`src/rtl/sram_ctrl_pkg.sv`:
```
// Shared types and constants for the halfword-sequencing SRAM controller.
package sram_ctrl_pkg;

    localparam int SRAM_DQ_W = 16;

    typedef enum logic [1:0] {
        IDLE,
        LO,
        HI,
        DONE
    } state_t;

    typedef enum logic {
        RD,
        WR
    } op_t;

endpackage

```
`src/rtl/sram_wait_counter.sv`:
```
// Per-phase wait counter; flags the final cycle of a halfword access.
module sram_wait_counter #(
    parameter int WAIT_CYCLES = 3
) (
    input  logic clk,
    input  logic rst_n,
    input  logic clear,
    input  logic en,
    output logic last
);

    logic [3:0] r_cnt;

    always_ff @(posedge clk) begin
        if (!rst_n) begin
            r_cnt <= '0;
        end else if (clear) begin
            r_cnt <= '0;
        end else if (en) begin
            r_cnt <= r_cnt + 4'd1;
        end
    end

    assign last = (r_cnt == 4'(WAIT_CYCLES - 1));

endmodule

```
`src/rtl/sram_controller.sv`:
```
// MEM-stage controller: splits each 32-bit load/store into two 16-bit
// SRAM accesses (low half first) and freezes the pipeline meanwhile.
module sram_controller
    import sram_ctrl_pkg::*;
#(
    parameter int SRAM_ADDR_W = 17,
    parameter int WAIT_CYCLES = 3
) (
    input  logic                   clk,
    input  logic                   rst_n,
    input  logic                   mem_read,
    input  logic                   mem_write,
    input  logic [31:0]            addr,
    input  logic [31:0]            wdata,
    output logic [31:0]            rdata,
    output logic                   ready,
    output logic [SRAM_ADDR_W-1:0] sram_addr,
    output logic [SRAM_DQ_W-1:0]   sram_dq_out,
    output logic                   sram_dq_oe,
    input  logic [SRAM_DQ_W-1:0]   sram_dq_in,
    output logic                   sram_we_n
);

    state_t                 r_state;
    state_t                 w_next;
    op_t                    r_op;
    logic [SRAM_ADDR_W-2:0] r_word;
    logic [31:0]            r_wdata;
    logic [31:0]            r_rdata;
    logic                   w_req;
    logic                   w_busy;
    logic                   w_last;
    logic                   w_unused;

    assign w_req    = mem_read | mem_write;
    assign w_busy   = (r_state == LO) || (r_state == HI);
    assign w_unused = ^{addr[31:SRAM_ADDR_W+1], addr[1:0]};

    sram_wait_counter #(
        .WAIT_CYCLES(WAIT_CYCLES)
    ) u_wait (
        .clk  (clk),
        .rst_n(rst_n),
        .clear(!w_busy || w_last),
        .en   (w_busy),
        .last (w_last)
    );

    always_ff @(posedge clk) begin
        if (!rst_n) begin
            r_state <= IDLE;
        end else begin
            r_state <= w_next;
        end
    end

    always_comb begin
        w_next = r_state;
        unique case (r_state)
            IDLE: if (w_req) w_next = LO;
            LO:   if (w_last) w_next = HI;
            HI:   if (w_last) w_next = DONE;
            DONE: w_next = IDLE;
            default: w_next = IDLE;
        endcase
    end

    // Read wins when both strobes are high.
    always_ff @(posedge clk) begin
        if (!rst_n) begin
            r_op    <= RD;
            r_word  <= '0;
            r_wdata <= '0;
        end else if (r_state == IDLE && w_req) begin
            r_op    <= mem_read ? RD : WR;
            r_word  <= addr[SRAM_ADDR_W:2];
            r_wdata <= wdata;
        end
    end

    always_ff @(posedge clk) begin
        if (!rst_n) begin
            r_rdata <= '0;
        end else if (r_op == RD && w_last) begin
            if (r_state == LO) r_rdata[15:0] <= sram_dq_in;
            if (r_state == HI) r_rdata[31:16] <= sram_dq_in;
        end
    end

    assign rdata = r_rdata;
    assign ready = (r_state == IDLE && !w_req) || (r_state == DONE);

    // we_n rises on the last cycle of each phase to give data hold time.
    always_comb begin
        sram_addr   = '0;
        sram_dq_out = '0;
        sram_dq_oe  = 1'b0;
        sram_we_n   = 1'b1;
        unique case (r_state)
            LO: begin
                sram_addr = {r_word, 1'b0};
                if (r_op == WR) begin
                    sram_dq_oe  = 1'b1;
                    sram_dq_out = r_wdata[15:0];
                    sram_we_n   = w_last;
                end
            end
            HI: begin
                sram_addr = {r_word, 1'b1};
                if (r_op == WR) begin
                    sram_dq_oe  = 1'b1;
                    sram_dq_out = r_wdata[31:16];
                    sram_we_n   = w_last;
                end
            end
            default: ;
        endcase
    end

endmodule

```
`config.mk`:
```
export PLATFORM = sky130hd
export DESIGN_NAME = sram_controller
export DESIGN_NICKNAME = d
export VERILOG_FILES = /design/src/rtl/sram_ctrl_pkg.sv /design/src/rtl/sram_wait_counter.sv /design/src/rtl/sram_controller.sv
export SDC_FILE = /design/constraint.sdc
export NUM_CORES = 1
export LEC_CHECK = 0
export ABC_AREA = 1
export CAP_MARGIN = 10
export CELL_PAD_IN_SITES_DETAIL_PLACEMENT = 2
export CELL_PAD_IN_SITES_GLOBAL_PLACEMENT = 2
export CORE_MARGIN = 4
export CORE_UTILIZATION = 35
export CTS_CLUSTER_DIAMETER = 80
export DETAILED_ROUTE_END_ITERATION = 8
export DONT_BUFFER_PORTS = 1
export PLACE_DENSITY = 0.85
export SYNTH_ARGS = -nofsm -noshare
export SYNTH_HDL_FRONTEND = slang
export SYNTH_SLANG_ARGS = --single-unit
export TNS_END_PERCENT = 100
```
`constraint.sdc`:
```
create_clock -name clk -period 2.6 [get_ports clk]
set_clock_uncertainty 0.15 [all_clocks]
set_input_delay 0 -clock clk [delete_from_list [all_inputs] [get_ports clk]]
set_output_delay 0 -clock clk [all_outputs]
set_load 0.005 [all_outputs]
```
* Word-level counts from Yosys, hierarchy flattened
Index checks and enable logic that the tools add are counted.
** Storage, ports and cells
- Input port bits :: 84
- Register bits :: 87
- Word-level logic and storage cells :: 45
- Output and inout port bits :: 68
** Operators by class
- Reductions and logical operators :: 14
- Equality and inequality tests :: 7
- Muxes and demuxes :: 13
- Add/sub/neg operators :: 1
- Bitwise logic cells :: 3
** Operators by type and width (count)
- 17-bit case mux with 2 select lines :: 1
- 16-bit 2-to-1 mux :: 2
- 16-bit case mux with 2 select lines :: 1
- 2-bit case mux with 4 select lines :: 1
- 2-bit 2-to-1 mux :: 3
- 2-bit inequality test (second input constant) :: 3
- 1-bit 2-to-1 mux :: 5
- 4-bit by 1-bit adder with 4-bit output (second input constant) :: 1
- 2-bit equality test (second input constant) :: 2
- 4-bit by 2-bit equality test with 1-bit output (second input constant) :: 1
- 2-bit AND reduction :: 2
- 2-bit OR reduction :: 2
- 1-bit logical AND :: 3
- 1-bit logical OR :: 3
- 3-bit AND reduction :: 1
- 2-bit by 1-bit equality test with 1-bit output (second input constant) :: 1
- 1-bit zero test :: 2
- 2-bit zero test :: 1
- 1-bit NOT :: 2
- 1-bit bitwise OR :: 1

* Longest topological paths before layout
- Depth after elaboration :: 5
- Gate-level depth with buffers :: 8
- Gate-level depth less buffers :: 7

* Modules after synthesis
Synthesis repeated with hierarchy kept, for this count alone.
** Unflattened totals
- Cells, all modules :: 503
- Area total of the unflattened synthesis :: 3771.1 µm²
** Modules (own cells, without submodules)
- sram_controller :: seq. area each 1661.6 µm², area an instance 3578.4 µm², instances 1, cells each 478
- sram_wait_counter :: seq. area each 80.1 µm², area an instance 192.7 µm², instances 1, cells each 25

* Worst setup path before layout
Ideal clock, no wire load.
- Path type :: register -> register
- From :: register r_state[1]
- To :: register r_state[0]
- Arrival time :: 1.249 ns
- Buffers on the path :: 1
- Period minus slack after synthesis :: 1.514 ns
- Setup time :: 0.115 ns
- Stages on the path, launching flop included :: 9
- Required time :: 2.335 ns
- Path slack :: 1.086 ns
- Cells stage by stage :: dfxtp_1 > inv_1 > ha_1 > buf_2 > or2_0 > nand2_1 > nand3_1 > nand2_1 > nor2_1
** On the way
- Cells in the longest elaborated chain, start to end :: 3
- Elaborated cells between the ends (all ways) :: 9
- Classes of those cells :: eq/ne: 6; mux: 1; reduce/logical: 2
** Ends and longest elaborated chain
- from (decl) :: line sram_controller.sv:24 : state_t r_state;
- from (signal assigned) :: line sram_controller.sv:53 : r_state <= w_next;
- 2-bit equality test, or another cell as far along :: line sram_controller.sv:59 : unique case (r_state)
- 2-bit inequality test (no source line)
- 3-bit AND reduction (no source line)
Several ways; a longest one is shown, not always the timed one.
A chain may end at the register's enable or synchronous reset.

* Worst setup path in the final report
- From :: register r_state[0]
- To :: register r_rdata[22] (netlist: rdata[22])
** On the way
- Cells in the longest elaborated chain, start to end :: 2
** Ends and longest elaborated chain
- 2-bit equality test :: line sram_controller.sv:86 : if (r_state == HI) r_rdata[31:16] <= sram_dq_in;
- 2-bit AND reduction (no source line)
- to (signal assigned) :: line sram_controller.sv:86
- to (decl) :: line sram_controller.sv:29 : logic [31:0] r_rdata;
Every way passes these cells.

==> metrics <==
drt first pass iters=4; Rel. slew slack=52.3%; P per Cell Area=847 mW/mm2; proportion of synthesized area in mux cells=0%; share of layout cells above drive strength 1=4.76%; measured slew at the worst slew-check pin=0.716 ns; clk buf depth=2; post-synthesis sequential area ratio=46.4%; f_max=411 MHz; final WL=15.2 mm; die height=112 um; initial antenna violation count=1; Post-Syn Area=0.00376 mm2; VDD IR-drop max=0.673 mV; area leader, netlist=dfxtp_1; leak pwr=2.14 nW; end point of the critical path=rdata[22]$_SDFFE_PN0P_; share of synthesized registers carrying an async set or reset=0%; GRT Overall Usage=24.0%; WP data required=2.76 ns; CTS tree=done; post-synthesis xor/xnor area fraction=0.233%; Syn Inst Count=539; Initial Util=36.2%; largest net degree at the start of global routing=85; Most used DFF post-synth=dfxtp_1; RSZ-0062 raised after global routing=false; die area=0.0125 mm2; Antenna Nets Post-Route=0; DR DRC count=0; # H-tree levels=3; complex-gate fraction of the synthesized area=11.7%; setup TNS=0 ns; vias in the first global route=4176; final hold viol count=0; R2R depth=7; outcome=finished clean; first-pass GRT wire length=23.5 mm; hpwl dp=7.87 mm; Yosys top cell area share=46.4%; # setup viols final=0; I/O Buffers=0; Final period util=93.5%; gpl congestion=0.744; R2R setup slack=0.17 ns; Unique masters post-synth=21; largest family of logic cells by synthesized area=simple AND/OR/NAND/NOR gates; Clk pin slew, worst setup/hold paths=0.09 ns; CTS Root Cell=clkbuf_8; final net count=697; DRT iter0 DRCs=156; total CTS buffers=9; CP arrival=2.59 ns; most frequent cells after synthesis=nor2_1 (150), nand2_1 (109), dfxtp_1 (87), inv_1 (56), o21ai_0 (47); global route overflow=0; wire per inst=20.3 um; Worst Hold Slack=0.197 ns; Syn Area/Cell=6.97 um2; vias per cell=5.03; synth top area cells=dfxtp_1 (46%), nor2_1 (15%), nand2_1 (11%), o21ai_0 (6.3%), inv_1 (5.6%); synthesis warning total=0; endpoint type of the worst setup path=flip-flop; Clock Sink Count=87; syn_nets=631; Worst R2R End=rdata[22]$_SDFFE_PN0P_; core area=0.0104 mm2; Yosys reg bits=87; crit-path max FO=16; Die X=112 um; EDFF count, synth=0; min Tclk post-route=2.43 ns; post-layout util=46.4%; crit path launch=r_state[0]$_SDFFE_PN0P_; Syn-to-layout area delta=28.1%; clock latency on the worst-skew pair=0.36 ns; post-synthesis adder-cell area fraction=2.66%; final-report max-slew violation count=0; simple-gate area share of the yosys netlist=28.4%; HP Class=input pin to flip-flop; Row Count=37; Vias=3755; most common cell in the netlist=nor2_1; CP Class=flip-flop to flip-flop; startpoint types=flip-flop; RR Startpoint=r_state[0]$_SDFFE_PN0P_; IO Pins=152; Max Cap Violations=0
==> final cells by class <==
class,instances,area (um2)
fill,1216,5560
tap,136,170
sequential,87,1740
antenna,1,2.50
multi-input combinational,366,1640
clock buffer,11,151
timing repair buffer,85,856
clock inverter,4,45.0
inverter,56,210
==> logic make-up (layout without fill, tap and decap cells) <==
family	count (synthesis)	count (layout)
buffers and inverters	87	156
adders and majority gates	8	8
and+or+nand+nor	269	270
DFF	87	87
xor gates and xnor gates	1	1
AOI/OAI and AO/OA	87	87
other	0	1
==> metrics by stage <==
stage / worst slack (ns) / cells / instance area (um2) / total power [mW]
after global routing: 0.00643 / 746 / 4810 / 4.36
after floorplan: 1.09 / 539 / 3760 / 2.62
after detailed placement: 0.493 / 648 / 3770 / 2.88
after global placement: 0.622 / 648 / 3770 / 2.79
final: 0.168 / 746 / 4810 / 4.08
after CTS: 0.0708 / 743 / 4790 / 3.99
==> layout by cell type, fill, tap and decap left out, drive strengths merged <==
| cell type | count |
|---|---|
| xor2 | 1 |
| a21oi | 37 |
| clkbuf | 11 |
| diode | 1 |
| ha | 8 |
| nor2 | 151 |
| or2 | 3 |
| o21ai | 50 |
| nand4 | 4 |
| bufinv | 1 |
| nand3 | 3 |
| clkinv | 3 |
| dfxtp | 87 |
| dlygate4sd3 | 79 |
| inv | 56 |
| buf | 6 |
| nand2 | 109 |
==> power breakdown <==
group / leakage (nW) / switching (mW) / internal (mW)
sequential: 0.714 / 0.166 / 1.62
combinational: 1.32 / 0.901 / 0.398
clock: 0.105 / 0.505 / 0.488
total: 2.14 / 1.57 / 2.51
==> critical path, cell delays in order, from the launching register on <==
cell and delay (ns):
dfxtp_1 0.38, inv_1 0.13, ha_1 0.40, nand4_4 0.35, nand2_1 0.18, nand2_1 0.09, nor2_1 0.13, dlygate4sd3_1 0.57
==> state kept, by name, indices dropped and copies added (netlist names) <==
signal        count
r_op              1
rdata            32
r_state           2
r_wdata          32
u_wait.r_cnt      4
r_word           16
==> routing by layer <==
layer  share of wire (%)  vias to the layer above  track usage [%]
met5                   0                        -                0
met3                 3.8                       21             4.62
li1                    -                     1772                -
met2                  54                      100             44.9
met1                  41                     1862             27.1
met4                 1.9                        0             8.60
==> worst min-delay path by stage <==
stage	startpoint	end	slack (ns)	cells past startpoint
5_1_grt	wdata[5]	r_wdata[5]$_SDFFE_PN0P_	0.21	3
3_3_place_gp	rst_n	rdata[27]$_SDFFE_PN0P_	-0.02	2
4_1_cts	wdata[29]	r_wdata[29]$_SDFFE_PN0P_	0.18	3
6_report	wdata[5]	r_wdata[5]$_SDFFE_PN0P_	0.20	3
2_1_floorplan	sram_dq_in[0]	rdata[0]$_SDFFE_PN0P_	-0.02	2
3_5_place_dp	rst_n	rdata[14]$_SDFFE_PN0P_	-0.007	2
==> repair_timing <==
item                       in CTS  in global routing
setup endpoints to repair       0                  9
buffers inserted                0                  0
hold endpoints to repair       87                  0
resized for setup               0                  1
hold buffers                   80                  0
Note: power is estimated with default switching activity, not from simulation.
